### config.mk
export PLATFORM = sky130hd
export DESIGN_NAME = apb_master_module_flat
export DESIGN_NICKNAME = d
export VERILOG_FILES = /design/src/rtl/apb_pkg.sv /design/src/rtl/apb_master_module_if.sv /design/src/rtl/apb_timeout_counter.sv /design/src/rtl/apb_master_module.sv /design/src/flat_wrapper.sv
export SDC_FILE = /design/constraint.sdc
export NUM_CORES = 1
export LEC_CHECK = 0
export ABC_AREA = 1
export CAP_MARGIN = 5
export CORE_AREA = 2 2 136 138
export DETAILED_ROUTE_END_ITERATION = 16
export DIE_AREA = 0 0 138 140
export PLACE_DENSITY = 0.84
export SLEW_MARGIN = 20
export SYNTH_ARGS = -nofsm -noshare
export SYNTH_HDL_FRONTEND = slang
export SYNTH_SLANG_ARGS = --single-unit
### constraint.sdc
create_clock -name clk_i -period 6.2 [get_ports clk_i]
set_clock_uncertainty 0.2 [all_clocks]
set_input_delay 0.62 -clock clk_i [delete_from_list [all_inputs] [get_ports clk_i]]
set_output_delay 0.62 -clock clk_i [all_outputs]
set_load 0.05 [all_outputs]
### src/rtl/apb_pkg.sv
// Shared APB definitions used by both the APB master and the APB slave:
// state encoding, default bus widths and derived-width helpers.
package apb_pkg;

    typedef enum logic [1:0] {
        ST_IDLE   = 2'b00,
        ST_SETUP  = 2'b01,
        ST_ACCESS = 2'b10
    } apb_state_t;

    localparam int APB_BUS_WIDTH  = 64;
    localparam int APB_ADDR_WIDTH = 32;

    function automatic int strb_width(input int bus_width);
        return bus_width / 8;
    endfunction

    // A zero limit still needs a one-bit counter so the ports stay legal.
    function automatic int cnt_width(input int limit);
        return (limit < 1) ? 1 : $clog2(limit + 1);
    endfunction

endpackage

### src/rtl/apb_master_module_if.sv
// Host command/response channel plus APB requester bus for apb_master_module.
// The master modport is the requester; the slave modport is its counterpart.
interface apb_master_module_if
    import apb_pkg::*;
#(
    parameter int BUS_WIDTH  = APB_BUS_WIDTH,
    parameter int ADDR_WIDTH = APB_ADDR_WIDTH
);
    localparam int STRB_WIDTH = strb_width(BUS_WIDTH);

    // Command handshake: a command transfers on a rising edge where
    // cmd_valid_i and cmd_ready_o are both high; nothing else is sampled.
    logic                  cmd_valid_i;
    logic                  cmd_ready_o;
    logic                  cmd_write_i;
    logic [ADDR_WIDTH-1:0] cmd_addr_i;
    logic [BUS_WIDTH-1:0]  cmd_wdata_i;
    logic [STRB_WIDTH-1:0] cmd_strb_i;

    logic                  rsp_valid_o;
    logic [BUS_WIDTH-1:0]  rsp_rdata_o;
    logic                  rsp_err_o;
    logic                  rsp_timeout_o;
    logic                  busy_o;

    logic                  psel_o;
    logic                  penable_o;
    logic                  pwrite_o;
    logic [ADDR_WIDTH-1:0] paddr_o;
    logic [BUS_WIDTH-1:0]  pwdata_o;
    logic [STRB_WIDTH-1:0] pstrb_o;
    logic                  pready_i;
    logic                  pslverr_i;
    logic [BUS_WIDTH-1:0]  prdata_i;

    apb_state_t            state_o;

    modport master (
        input  cmd_valid_i, cmd_write_i, cmd_addr_i, cmd_wdata_i, cmd_strb_i,
        input  pready_i, pslverr_i, prdata_i,
        output cmd_ready_o, rsp_valid_o, rsp_rdata_o, rsp_err_o, rsp_timeout_o, busy_o,
        output psel_o, penable_o, pwrite_o, paddr_o, pwdata_o, pstrb_o,
        output state_o
    );

    modport slave (
        output cmd_valid_i, cmd_write_i, cmd_addr_i, cmd_wdata_i, cmd_strb_i,
        output pready_i, pslverr_i, prdata_i,
        input  cmd_ready_o, rsp_valid_o, rsp_rdata_o, rsp_err_o, rsp_timeout_o, busy_o,
        input  psel_o, penable_o, pwrite_o, paddr_o, pwdata_o, pstrb_o,
        input  state_o
    );

endinterface

### src/rtl/apb_timeout_counter.sv
// Saturating ACCESS-cycle counter; expired marks the last ACCESS cycle allowed
// before the transfer is aborted. LIMIT of 0 never expires.
module apb_timeout_counter
    import apb_pkg::*;
#(
    parameter int LIMIT = 16
) (
    input  logic clk_i,
    input  logic rst_i,
    input  logic clr,
    input  logic en,
    output logic expired
);
    localparam int            CW   = cnt_width(LIMIT);
    localparam logic [CW-1:0] SAT  = CW'(LIMIT);
    localparam logic [CW-1:0] LAST = CW'(LIMIT - 1);

    logic [CW-1:0] count_q;

    always_ff @(posedge clk_i or posedge rst_i) begin
        if (rst_i) begin
            count_q <= '0;
        end else if (clr) begin
            count_q <= '0;
        end else if (en && (count_q != SAT)) begin
            count_q <= count_q + 1'b1;
        end
    end

    // count_q holds the ACCESS cycles already finished, so the current
    // cycle is number count_q+1.
    assign expired = (LIMIT != 0) && en && (count_q >= LAST);

endmodule

### src/rtl/apb_master_module.sv
// APB requester: turns one host command into a SETUP/ACCESS transfer and
// returns read data, slave error and timeout status as a one-cycle response.
module apb_master_module
    import apb_pkg::*;
#(
    parameter int BUS_WIDTH      = APB_BUS_WIDTH,
    parameter int ADDR_WIDTH     = APB_ADDR_WIDTH,
    parameter int TIMEOUT_CYCLES = 16
) (
    input logic                 clk_i,
    input logic                 rst_i,
    apb_master_module_if.master bus
);
    localparam int STRB_WIDTH = strb_width(BUS_WIDTH);

    apb_state_t            state_q;
    apb_state_t            state_d;
    logic                  accept;
    logic                  done_ok;
    logic                  done_to;
    logic                  expired;

    logic                  write_q;
    logic [ADDR_WIDTH-1:0] addr_q;
    logic [BUS_WIDTH-1:0]  wdata_q;
    logic [STRB_WIDTH-1:0] strb_q;

    logic                  rsp_valid_q;
    logic                  rsp_err_q;
    logic                  rsp_timeout_q;
    logic [BUS_WIDTH-1:0]  rdata_q;

    always_ff @(posedge clk_i or posedge rst_i) begin
        if (rst_i) begin
            state_q <= ST_IDLE;
        end else begin
            state_q <= state_d;
        end
    end

    // A ready slave beats an expiring counter on the same edge.
    always_comb begin
        state_d = state_q;
        accept  = 1'b0;
        done_ok = 1'b0;
        done_to = 1'b0;
        unique case (state_q)
            ST_IDLE: begin
                if (bus.cmd_valid_i) begin
                    accept  = 1'b1;
                    state_d = ST_SETUP;
                end
            end
            ST_SETUP: begin
                state_d = ST_ACCESS;
            end
            ST_ACCESS: begin
                if (bus.pready_i) begin
                    done_ok = 1'b1;
                    state_d = ST_IDLE;
                end else if (expired) begin
                    done_to = 1'b1;
                    state_d = ST_IDLE;
                end
            end
            default: begin
                state_d = ST_IDLE;
            end
        endcase
    end

    apb_timeout_counter #(
        .LIMIT(TIMEOUT_CYCLES)
    ) u_timeout (
        .clk_i  (clk_i),
        .rst_i  (rst_i),
        .clr    (accept),
        .en     (state_q == ST_ACCESS),
        .expired(expired)
    );

    // Reads carry zero data and zero strobes; the slave rejects read strobes.
    always_ff @(posedge clk_i or posedge rst_i) begin
        if (rst_i) begin
            write_q <= 1'b0;
            addr_q  <= '0;
            wdata_q <= '0;
            strb_q  <= '0;
        end else if (accept) begin
            write_q <= bus.cmd_write_i;
            addr_q  <= bus.cmd_addr_i;
            wdata_q <= bus.cmd_write_i ? bus.cmd_wdata_i : '0;
            strb_q  <= bus.cmd_write_i ? bus.cmd_strb_i : '0;
        end
    end

    always_ff @(posedge clk_i or posedge rst_i) begin
        if (rst_i) begin
            rsp_valid_q   <= 1'b0;
            rsp_err_q     <= 1'b0;
            rsp_timeout_q <= 1'b0;
            rdata_q       <= '0;
        end else begin
            rsp_valid_q <= done_ok | done_to;
            if (done_ok) begin
                rsp_err_q     <= bus.pslverr_i;
                rsp_timeout_q <= 1'b0;
                if (!write_q) begin
                    rdata_q <= bus.prdata_i;
                end
            end else if (done_to) begin
                rsp_err_q     <= 1'b1;
                rsp_timeout_q <= 1'b1;
            end
        end
    end

    assign bus.cmd_ready_o   = (state_q == ST_IDLE) && !rst_i;
    assign bus.busy_o        = (state_q != ST_IDLE);
    assign bus.psel_o        = (state_q != ST_IDLE);
    assign bus.penable_o     = (state_q == ST_ACCESS);
    assign bus.pwrite_o      = write_q;
    assign bus.paddr_o       = addr_q;
    assign bus.pwdata_o      = wdata_q;
    assign bus.pstrb_o       = strb_q;
    assign bus.rsp_valid_o   = rsp_valid_q;
    assign bus.rsp_err_o     = rsp_err_q;
    assign bus.rsp_timeout_o = rsp_timeout_q;
    assign bus.rsp_rdata_o   = rdata_q;
    assign bus.state_o       = state_q;

endmodule

### src/flat_wrapper.sv
// flat-port wrapper written by rule: the top's interface ports become plain ports
module apb_master_module_flat import apb_pkg::*;
#(
    parameter int BUS_WIDTH      = APB_BUS_WIDTH,
    parameter int ADDR_WIDTH     = APB_ADDR_WIDTH,
    parameter int TIMEOUT_CYCLES = 16
)
  (clk_i, rst_i, bus_cmd_valid_i, bus_cmd_write_i, bus_cmd_addr_i, bus_cmd_wdata_i, bus_cmd_strb_i, bus_pready_i, bus_pslverr_i, bus_prdata_i, bus_cmd_ready_o, bus_rsp_valid_o, bus_rsp_rdata_o, bus_rsp_err_o, bus_rsp_timeout_o, bus_busy_o, bus_psel_o, bus_penable_o, bus_pwrite_o, bus_paddr_o, bus_pwdata_o, bus_pstrb_o, bus_state_o);
  apb_master_module_if #(.BUS_WIDTH(BUS_WIDTH), .ADDR_WIDTH(ADDR_WIDTH)) bus_i ();
  input logic clk_i;
  input logic rst_i;
  input wire logic [$bits(bus_i.cmd_valid_i)-1:0] bus_cmd_valid_i;
  input wire logic [$bits(bus_i.cmd_write_i)-1:0] bus_cmd_write_i;
  input wire logic [$bits(bus_i.cmd_addr_i)-1:0] bus_cmd_addr_i;
  input wire logic [$bits(bus_i.cmd_wdata_i)-1:0] bus_cmd_wdata_i;
  input wire logic [$bits(bus_i.cmd_strb_i)-1:0] bus_cmd_strb_i;
  input wire logic [$bits(bus_i.pready_i)-1:0] bus_pready_i;
  input wire logic [$bits(bus_i.pslverr_i)-1:0] bus_pslverr_i;
  input wire logic [$bits(bus_i.prdata_i)-1:0] bus_prdata_i;
  output wire logic [$bits(bus_i.cmd_ready_o)-1:0] bus_cmd_ready_o;
  output wire logic [$bits(bus_i.rsp_valid_o)-1:0] bus_rsp_valid_o;
  output wire logic [$bits(bus_i.rsp_rdata_o)-1:0] bus_rsp_rdata_o;
  output wire logic [$bits(bus_i.rsp_err_o)-1:0] bus_rsp_err_o;
  output wire logic [$bits(bus_i.rsp_timeout_o)-1:0] bus_rsp_timeout_o;
  output wire logic [$bits(bus_i.busy_o)-1:0] bus_busy_o;
  output wire logic [$bits(bus_i.psel_o)-1:0] bus_psel_o;
  output wire logic [$bits(bus_i.penable_o)-1:0] bus_penable_o;
  output wire logic [$bits(bus_i.pwrite_o)-1:0] bus_pwrite_o;
  output wire logic [$bits(bus_i.paddr_o)-1:0] bus_paddr_o;
  output wire logic [$bits(bus_i.pwdata_o)-1:0] bus_pwdata_o;
  output wire logic [$bits(bus_i.pstrb_o)-1:0] bus_pstrb_o;
  output wire logic [$bits(bus_i.state_o)-1:0] bus_state_o;
  assign bus_i.cmd_valid_i = bus_cmd_valid_i;
  assign bus_i.cmd_write_i = bus_cmd_write_i;
  assign bus_i.cmd_addr_i = bus_cmd_addr_i;
  assign bus_i.cmd_wdata_i = bus_cmd_wdata_i;
  assign bus_i.cmd_strb_i = bus_cmd_strb_i;
  assign bus_i.pready_i = bus_pready_i;
  assign bus_i.pslverr_i = bus_pslverr_i;
  assign bus_i.prdata_i = bus_prdata_i;
  assign bus_cmd_ready_o = bus_i.cmd_ready_o;
  assign bus_rsp_valid_o = bus_i.rsp_valid_o;
  assign bus_rsp_rdata_o = bus_i.rsp_rdata_o;
  assign bus_rsp_err_o = bus_i.rsp_err_o;
  assign bus_rsp_timeout_o = bus_i.rsp_timeout_o;
  assign bus_busy_o = bus_i.busy_o;
  assign bus_psel_o = bus_i.psel_o;
  assign bus_penable_o = bus_i.penable_o;
  assign bus_pwrite_o = bus_i.pwrite_o;
  assign bus_paddr_o = bus_i.paddr_o;
  assign bus_pwdata_o = bus_i.pwdata_o;
  assign bus_pstrb_o = bus_i.pstrb_o;
  assign bus_state_o = bus_i.state_o;
  apb_master_module #(.BUS_WIDTH(BUS_WIDTH), .ADDR_WIDTH(ADDR_WIDTH), .TIMEOUT_CYCLES(TIMEOUT_CYCLES)) u_core (.clk_i(clk_i), .rst_i(rst_i), .bus(bus_i));
endmodule
# After elaboration in Yosys (flattened, before gate mapping)
# Index checks and enable logic that the tools add are counted.
# totals
reg_bits,179
input_bits,174
wordCells,47
# classes
addsub,1
magnitude_cmp,1
n_eq_ne,5
mux,18
bitwise,2
reduce_logical,10
# op_table
cell,n
64-bit two-way mux,1
1-bit two-way mux,10
5-bit two-way mux,2
8-bit two-way mux,1
2-bit two-way mux,3
2-bit one-hot mux with 3 select lines,1
2-bit nonzero test,3
5-bit by 1-bit adder with 5-bit output (second input constant),1
5-bit by 4-bit >= comparator with 1-bit output (second input constant),1
5-bit inequality test (second input constant),1
2-bit AND reduction,2
1-bit logical AND,3
3-bit by 2-bit inequality test with 1-bit output (second input constant),1
2-bit by 1-bit == test with 1-bit output (second input constant),1
2-bit == test (second input constant),1
2-bit zero test,1
2-bit inequality test (second input constant),1
1-bit zero test,1
1-bit NOT,1
1-bit OR,1

# Longest topological paths before layout
# Gate-level depths: netlist (run 1).
# logic_depth
depth_word,7
mapped_depth,9
ltp_nobuf,9

# Cells and area by module
# A second synthesis (run 1) with hierarchy kept.
# unflattened
cells_unflattened,808
area_unflattened_um2,7350.8
# by_module_without_submodules
module,n_inst,cells_per_inst,area_each_um2,seq_area_each_um2
apb_master_module,1,763,6996.7,4354.2
apb_timeout_counter,1,45,354.1,125.1

# Worst setup path before layout (run 1)
# Ideal clock, no wire load.
# synth_timing
path_kind,reg2out
from,register u_core.state_q[0] (netlist: u_core.bus.state_o[0])
to,output port bus_cmd_ready_o
arrival_time_ns,1.842
t_required_ns,5.380
slack_ns,3.538
stages_incl_launch_ff,4
n_path_buf,0
path_cell_list,dfrtp_1 > inv_2 > nand2_1 > nor2_1
# synth_via
elab_chain_cells,2
# synth_rtl
element,line,rtl
start: declaration,apb_master_module.sv:16,apb_state_t state_q;
start signal: assignment,apb_master_module.sv:37,state_q <= state_d;
2-bit zero test,apb_master_module.sv:118,assign bus.cmd_ready_o = (state_q == ST_IDLE) && !rst_i;
1-bit logical AND,apb_master_module.sv:118,
end: declaration,flat_wrapper.sv:20,output wire logic [$bits(bus_i.cmd_ready_o)-1:0] bus_cmd_ready_o;
# No other way between the ends.

# Worst setup path in the final report (run 1)
# layout_timing
from,input port rst_i
to,output port bus_cmd_ready_o
# layout_via
elab_chain_cells,2
# layout_rtl
element,line,rtl
start: declaration,flat_wrapper.sv:11,input logic rst_i;
1-bit zero test (no line),--,
1-bit logical AND,apb_master_module.sv:118,
# No other way between the ends.

==> flow_metrics.env, run 1 <==
export IMPL_cts_buffer_depth=2
export IMPL_area_growth_pct=57.4
export IMPL_fin_crit_ns=2.97
export IMPL_row_count=49
export IMPL_crit_buf_inv=2
export IMPL_max_freq_mhz=336
export IMPL_wl_mm=21.0
export IMPL_drive_gt1_frac=0.0405
export IMPL_outcome="completed"
export IMPL_ys_warn_count=0
export IMPL_dieArea_um2=19300
export IMPL_seq_area_frac_synth=0.624
export IMPL_initial_core_util=0.404
export IMPL_num_io_pins=352
export IMPL_nets=1301
export IMPL_whs_endpoint="u_core.bus.rsp_rdata_o[42]"
export IMPL_grt_pass1_wl_mm=33.5
export IMPL_clock_sinks=179
export IMPL_post_cts_buffers=0
export IMPL_worstReg2RegStart="u_core.bus.state_o[0]"
export IMPL_r2r_end="u_core.bus.rsp_rdata_o[47]"
export IMPL_power_switching_share=0.505
export IMPL_syn_avg_cell_area_um2=8.96
export IMPL_hold_class="flip-flop to flip-flop"
export IMPL_power_total_mw=6.95
export IMPL_peakVddDrop_uv=322
export IMPL_maxSlewHeadroom=0.364
export IMPL_finalCritPeriodShare=0.480
export IMPL_cpMaxStageDelayCell="clkdlybuf4s50_1"
export IMPL_n_antenna_cell=0
export IMPL_vias_per_cell=4.75
export IMPL_post_drt_wl_per_cell_um=15.4
export IMPL_power_density_nw_per_um2=615
export IMPL_grt_max_degree=117
export IMPL_dpl_hpwl_mm=14.8
export IMPL_gp_congestion=0.820
export IMPL_port_buffers=351
export IMPL_htree_levels=4
export IMPL_reg2reg_depth=6
export IMPL_drv_slew=0
export IMPL_rsz0062_at_grt="false"
export IMPL_setup_tns_final_ns=0
export IMPL_crit_arrival_ns=2.15
export IMPL_pwr_share_seq=0.284
export IMPL_clockRootBuffer="clkbuf_16"
export IMPL_crit_path_cell_trace="clkdlybuf4s50_1 -> nor2_1 -> clkdlybuf4s50_1"
export IMPL_crit_fanout=2
export IMPL_worstPathRequired_ns=5.38
export IMPL_finalSetupViolCount=0
export IMPL_die_h_um=140
export IMPL_r2r_slack_ns=3.66
export IMPL_antenna_found_initial=0
export IMPL_worstMarginPinSlew_ns=0.953
export IMPL_p_leak_nw=5.30
export IMPL_clkTransAtPathRegs_ns=0.07
export IMPL_min_path_cells=2
export IMPL_syn_nets=978
export IMPL_grt_usage=0.215
export IMPL_yosys_register_bits=179
export IMPL_die_w_um=138
export IMPL_cts_hold_buffers=0
export IMPL_p_int_mw=3.44
export IMPL_ant_nets=0
export IMPL_synth_cell_type_count=22
export IMPL_critPathTopFamily="buffers and inverters"
export IMPL_cts_tree="yes"
export IMPL_min_from="u_core.bus.rsp_rdata_o[42]"
export IMPL_clkPwrFrac=0.152
export IMPL_grt_pass1_vias=6368
export IMPL_vias=6491
export IMPL_cts_resized=0
export IMPL_firstDrtPassIters=5
export IMPL_critical_path_endpoint_type="output port"
export IMPL_hold_viol_final=0
export IMPL_synthesis_area_um2=7180
export IMPL_syn_inst=801
export IMPL_grt_overflow=0
export IMPL_first_iter_violations=385
export IMPL_p_switching_mw=3.51
export IMPL_drc_errors=0
export IMPL_final_common_cell="nand2_1"
export IMPL_cp_start_kind="primary input"
export IMPL_crit_type="primary input to output port"
export IMPL_cp_common_cell="clkdlybuf4s50_1"
export IMPL_combPwrFrac=0.564
export IMPL_final_cell_mix="nand2_1, clkdlybuf4s50_1, dfrtp_1"
export IMPL_core_um2=17800
export IMPL_numCtsBuffers=17
export IMPL_clk_latency_ns=0.42
export IMPL_cap_violations=0
export IMPL_cpPeakStageDelay_ns=0.86
[metal layers]
metal / share of wire / GRT usage
met5: 0 / 0
met4: 0.026 / 0.0779
met3: 0.079 / 0.0745
met2: 0.50 / 0.359
met1: 0.40 / 0.260
[cells in the mapped netlist]
master      n  area (µm²)
nand3_1    75         375
nand4_1     2        12.5
nand3_2     1        10.0
inv_2       3        11.3
ha_1        3        37.5
nor2_8      1        20.0
nor2_1      5        18.8
nand2_4     1        11.3
nand2_2     1        6.26
buf_4      11        82.6
inv_1      15        56.3
dfrtp_1   179        4480
buf_2      28         140
clkinv_1    1        3.75
o21ai_1    16        80.1
a21oi_1     2        10.0
xor2_1      1        8.76
clkbuf_1    6        22.5
buf_6       4        45.0
o21ai_0    60         300
buf_1       3        11.3
nand2_1   383        1440
[layout make-up]
class	count	area, µm²
timing repair buffer	356	3550
clock inverter	14	144
sequential	179	4480
multi-input combinational	551	2340
clock buffer	18	429
fill	1443	6480
tap	229	287
inverter	19	76.3
[metrics by stage]
stage / instances / util / setup slack [ns] / hold WS (ns) / cell area [µm²]
6_report: 1366 / 0.636 / 3.23 / 0.270 / 11300
5_1_grt: 1366 / 0.636 / 3.13 / 0.285 / 11300
4_1_cts: 1366 / 0.635 / 3.13 / 0.275 / 11300
3_5_place_dp: 1334 / 0.603 / 2.68 / 0.258 / 10700
3_3_place_gp: 1334 / 0.603 / 2.73 / 0.252 / 10700
2_1_floorplan: 801 / - / 0.521 / 0.309 / 7180
[power groups by stage]
stage	registers (mW)	clock network, mW	logic [mW]
2_1_floorplan	3.73	0	0.811
3_3_place_gp	1.96	0	3.89
3_5_place_dp	1.99	0	3.94
4_1_cts	1.97	1.09	3.95
5_1_grt	2.03	1.13	4.12
6_report	1.97	1.06	3.92
[sequential cells by signal, summed over array words and instances, names as in the netlist]
| register | flops |
|---|---|
| u_core.bus.rsp_rdata_o | 64 |
| u_core.bus.pwdata_o | 64 |
| u_core.bus.paddr_o | 32 |
| u_core.bus.pwrite_o | 1 |
| u_core.bus.rsp_valid_o | 1 |
| u_core.bus.state_o | 2 |
| u_core.bus.rsp_err_o | 1 |
| u_core.u_timeout.count_q | 5 |
| u_core.bus.rsp_timeout_o | 1 |
| u_core.bus.pstrb_o | 8 |
[kinds of logic after synthesis]
| kind of cell | Yosys count | share of synthesized area |
|---|---|---|
| AO/OA/AOI/OAI | 78 | 0.0544 |
| flip-flops | 179 | 0.624 |
| adder cells (fa/ha/maj) | 3 | 0.00523 |
| buffers and inverters | 71 | 0.0519 |
| XOR/XNOR | 1 | 0.00122 |
| AND/OR/NAND/NOR | 469 | 0.263 |
[how the worst max path moves through the flow]
stage | startpoint | cells past startpoint | to | slack, ns
finish | rst_i | 3 | bus_cmd_ready_o | 3.23
global route | u_core.bus.state_o[0] | 4 | bus_penable_o | 3.13
CTS | bus_pready_i | 6 | u_core.bus.rsp_rdata_o[47] | 3.13
global placement | bus_pready_i | 6 | u_core.bus.rsp_rdata_o[32] | 2.73
floorplan | rst_i | 1 | u_core.bus.paddr_o[0] | 0.52
detailed placement | bus_pready_i | 6 | u_core.bus.rsp_rdata_o[47] | 2.68
[worst reg2reg max path, cell delays in order, from the launching register on]
cell	delay [ns]
dfrtp_1	0.41
inv_2	0.12
nand2_4	0.10
nor2_8	0.67
nand2_4	0.61
nand2_1	0.25
nand2_1	0.08
(Power assumes the default switching activity.)
==> run 2, diff against run 1 <==
CORE_AREA = 2 2 143 145   (was 2 2 136 138)
DIE_AREA = 0 0 145 147   (was 0 0 138 140)
PLACE_DENSITY = 0.8   (was 0.84)
clock period = 2.7 ns   (was 6.2 ns; I/O delays follow)
==> run 2 against run 1 <==
Net effect:
- first-iteration DRC count down 12%
- register-to-register slack got worse by 2.8 ns
- die area grew 10%
- worst hold slack got worse by 0.097 ns
- final cell count rose by 3.5%
- sequential power up 130%
- setup slack lost 3.1 ns
- power rose by 130%
- clock-buffer cell count up 2
- utilization fell by 5.7 points
- sequential cell count unchanged
==> flow_metrics.env, run 2 (synthesis gave the netlist of run 1 again) <==
export IMPL_outcome="completed"
export IMPL_final_common_cell="nand2_1"
export IMPL_drive_gt1_frac=0.0472
export IMPL_num_io_pins=352
export IMPL_nets=1308
export IMPL_dpl_cell_area_um2=10900
export IMPL_clock_sinks=179
export IMPL_wl_mm=21.0
export IMPL_die_w_um=145
export IMPL_clkTransAtPathRegs_ns=0.08
export IMPL_p_leak_nw=5.36
export IMPL_cts_hold_buffers=0
export IMPL_die_h_um=147
export IMPL_layoutNonFillerInstCount=1414
export IMPL_r2r_slack_ns=0.83
export IMPL_crit_fanout=3
export IMPL_r2r_end="u_core.bus.pwdata_o[2]"
export IMPL_dpl_hpwl_mm=15.1
export IMPL_hold_viol_final=0
export IMPL_worstPathRequired_ns=2.23
export IMPL_ant_nets=0
export IMPL_crit_arrival_ns=2.07
export IMPL_grt_overflow=0
export IMPL_finalSetupViolCount=0
export IMPL_final_cell_mix="nand2_1, clkdlybuf4s50_1, dfrtp_1"
export IMPL_post_drt_wl_per_cell_um=14.9
export IMPL_grt_max_degree=92
export IMPL_crit_type="flip-flop to output port"
export IMPL_gp_congestion=0.789
export IMPL_critPathLaunch="u_core.bus.state_o[1]"
export IMPL_n_antenna_cell=0
export IMPL_endpoint="bus_cmd_ready_o"
export IMPL_max_freq_mhz=394
export IMPL_worstMarginPinSlew_ns=0.697
export IMPL_drv_slew=0
export IMPL_fin_crit_ns=2.54
export IMPL_dieArea_um2=21300
export IMPL_cts_resized=0
export IMPL_power_density_nw_per_um2=1390
export IMPL_critical_path_endpoint_type="output port"
export IMPL_cts_buffer_depth=2
export IMPL_cts_tree="yes"
export IMPL_clockRootBuffer="clkbuf_16"
export IMPL_place_inst=1382
export IMPL_initial_core_util=0.362
export IMPL_area_growth_pct=59.9
export IMPL_vias_per_cell=4.63
export IMPL_post_cts_buffers=0
export IMPL_grt_pass1_wl_mm=33.8
export IMPL_maxSlewHeadroom=0.535
export IMPL_clk_latency_ns=0.42
export IMPL_finalInstanceArea_um2=11500
export IMPL_hold_class="primary input to flip-flop"
export IMPL_cap_violations=0
export IMPL_drc_errors=0
export IMPL_worstReg2RegStart="u_core.bus.state_o[1]"
export IMPL_grt_pass1_vias=6561
export IMPL_row_count=52
export IMPL_reg2reg_depth=6
export IMPL_rsz0062_at_grt="false"
export IMPL_antenna_found_initial=0
export IMPL_cp_start_kind="flip-flop"
export IMPL_port_buffers=351
export IMPL_peakVddDrop_uv=820
export IMPL_finalCritPeriodShare=0.941
export IMPL_firstDrtPassIters=5
export IMPL_core_um2=19800
export IMPL_vias=6540
export IMPL_numCtsBuffers=17
export IMPL_grt_usage=0.197
export IMPL_htree_levels=4
export IMPL_first_iter_violations=338
## run 2: changes by cell type in the layout (fill, tap and decap cells not counted), sizes merged
cell           before  now
buf                 6   14
clkinv              1    2
clkinvlp            6    3
clkbuf             18   20
inv                25   26
clkdlybuf4s50     350  349
bufinv              1    0
## run 2: final cells by class
class	instances	area (µm²)
clock buffer	20	457
multi-input combinational	551	2340
inverter	19	75.1
clock inverter	12	110
timing repair buffer	363	3680
tap	270	338
fill	1728	8370
sequential	179	4480
## run 2: layer usage
| metal | GRT usage | wire [µm] | part of all wire |
|---|---|---|---|
| met1 | 0.230 | 8290 | 0.39 |
| met2 | 0.334 | 10400 | 0.50 |
| met3 | 0.0708 | 1620 | 0.077 |
| met4 | 0.0772 | 673 | 0.032 |
| met5 | 0 | 0 | 0 |
## run 2: how the worst min path moves through the flow
stage,start,endpoint,slack [ns],cells after the start
after global routing,bus_cmd_addr_i[16],u_core.bus.paddr_o[16],0.16,3
after floorplan,bus_cmd_addr_i[0],u_core.bus.paddr_o[0],0.18,2
final,bus_cmd_addr_i[5],u_core.bus.paddr_o[5],0.17,3
after global placement,u_core.bus.rsp_rdata_o[30],u_core.bus.rsp_rdata_o[30],0.25,2
after CTS,bus_cmd_addr_i[5],u_core.bus.paddr_o[5],0.16,3
after detailed placement,u_core.bus.rsp_rdata_o[51],u_core.bus.rsp_rdata_o[51],0.26,2
## run 2: power by group
part | internal (mW) | switching [mW] | total [mW] | leakage [nW]
Clock | 1.27 | 1.12 | 2.39 | 0.275
Combinational | 2.83 | 6.29 | 9.12 | 2.81
Sequential | 3.85 | 0.654 | 4.51 | 2.28
## run 2: through the flow
step | util | hold slack, ns | TNS [ns] | setup slack [ns] | power, mW
global route | 0.578 | 0.159 | 0 | 0.0348 | 16.8
detailed placement | 0.550 | 0.257 | 0 | 0.527 | 13.7
CTS | 0.578 | 0.156 | 0 | 0.142 | 16.2
global placement | 0.550 | 0.252 | 0 | 0.516 | 13.5
finish | 0.578 | 0.173 | 0 | 0.160 | 16.0
floorplan | - | 0.180 | -11.56 | -0.0646 | 10.4
## run 2: worst max-delay path, stage by stage (launching register included)
cell             delay [ns]
dfrtp_1                0.45
inv_2                  0.13
nand2_1                0.11
nor2_1                 0.14
clkdlybuf4s50_1        0.82
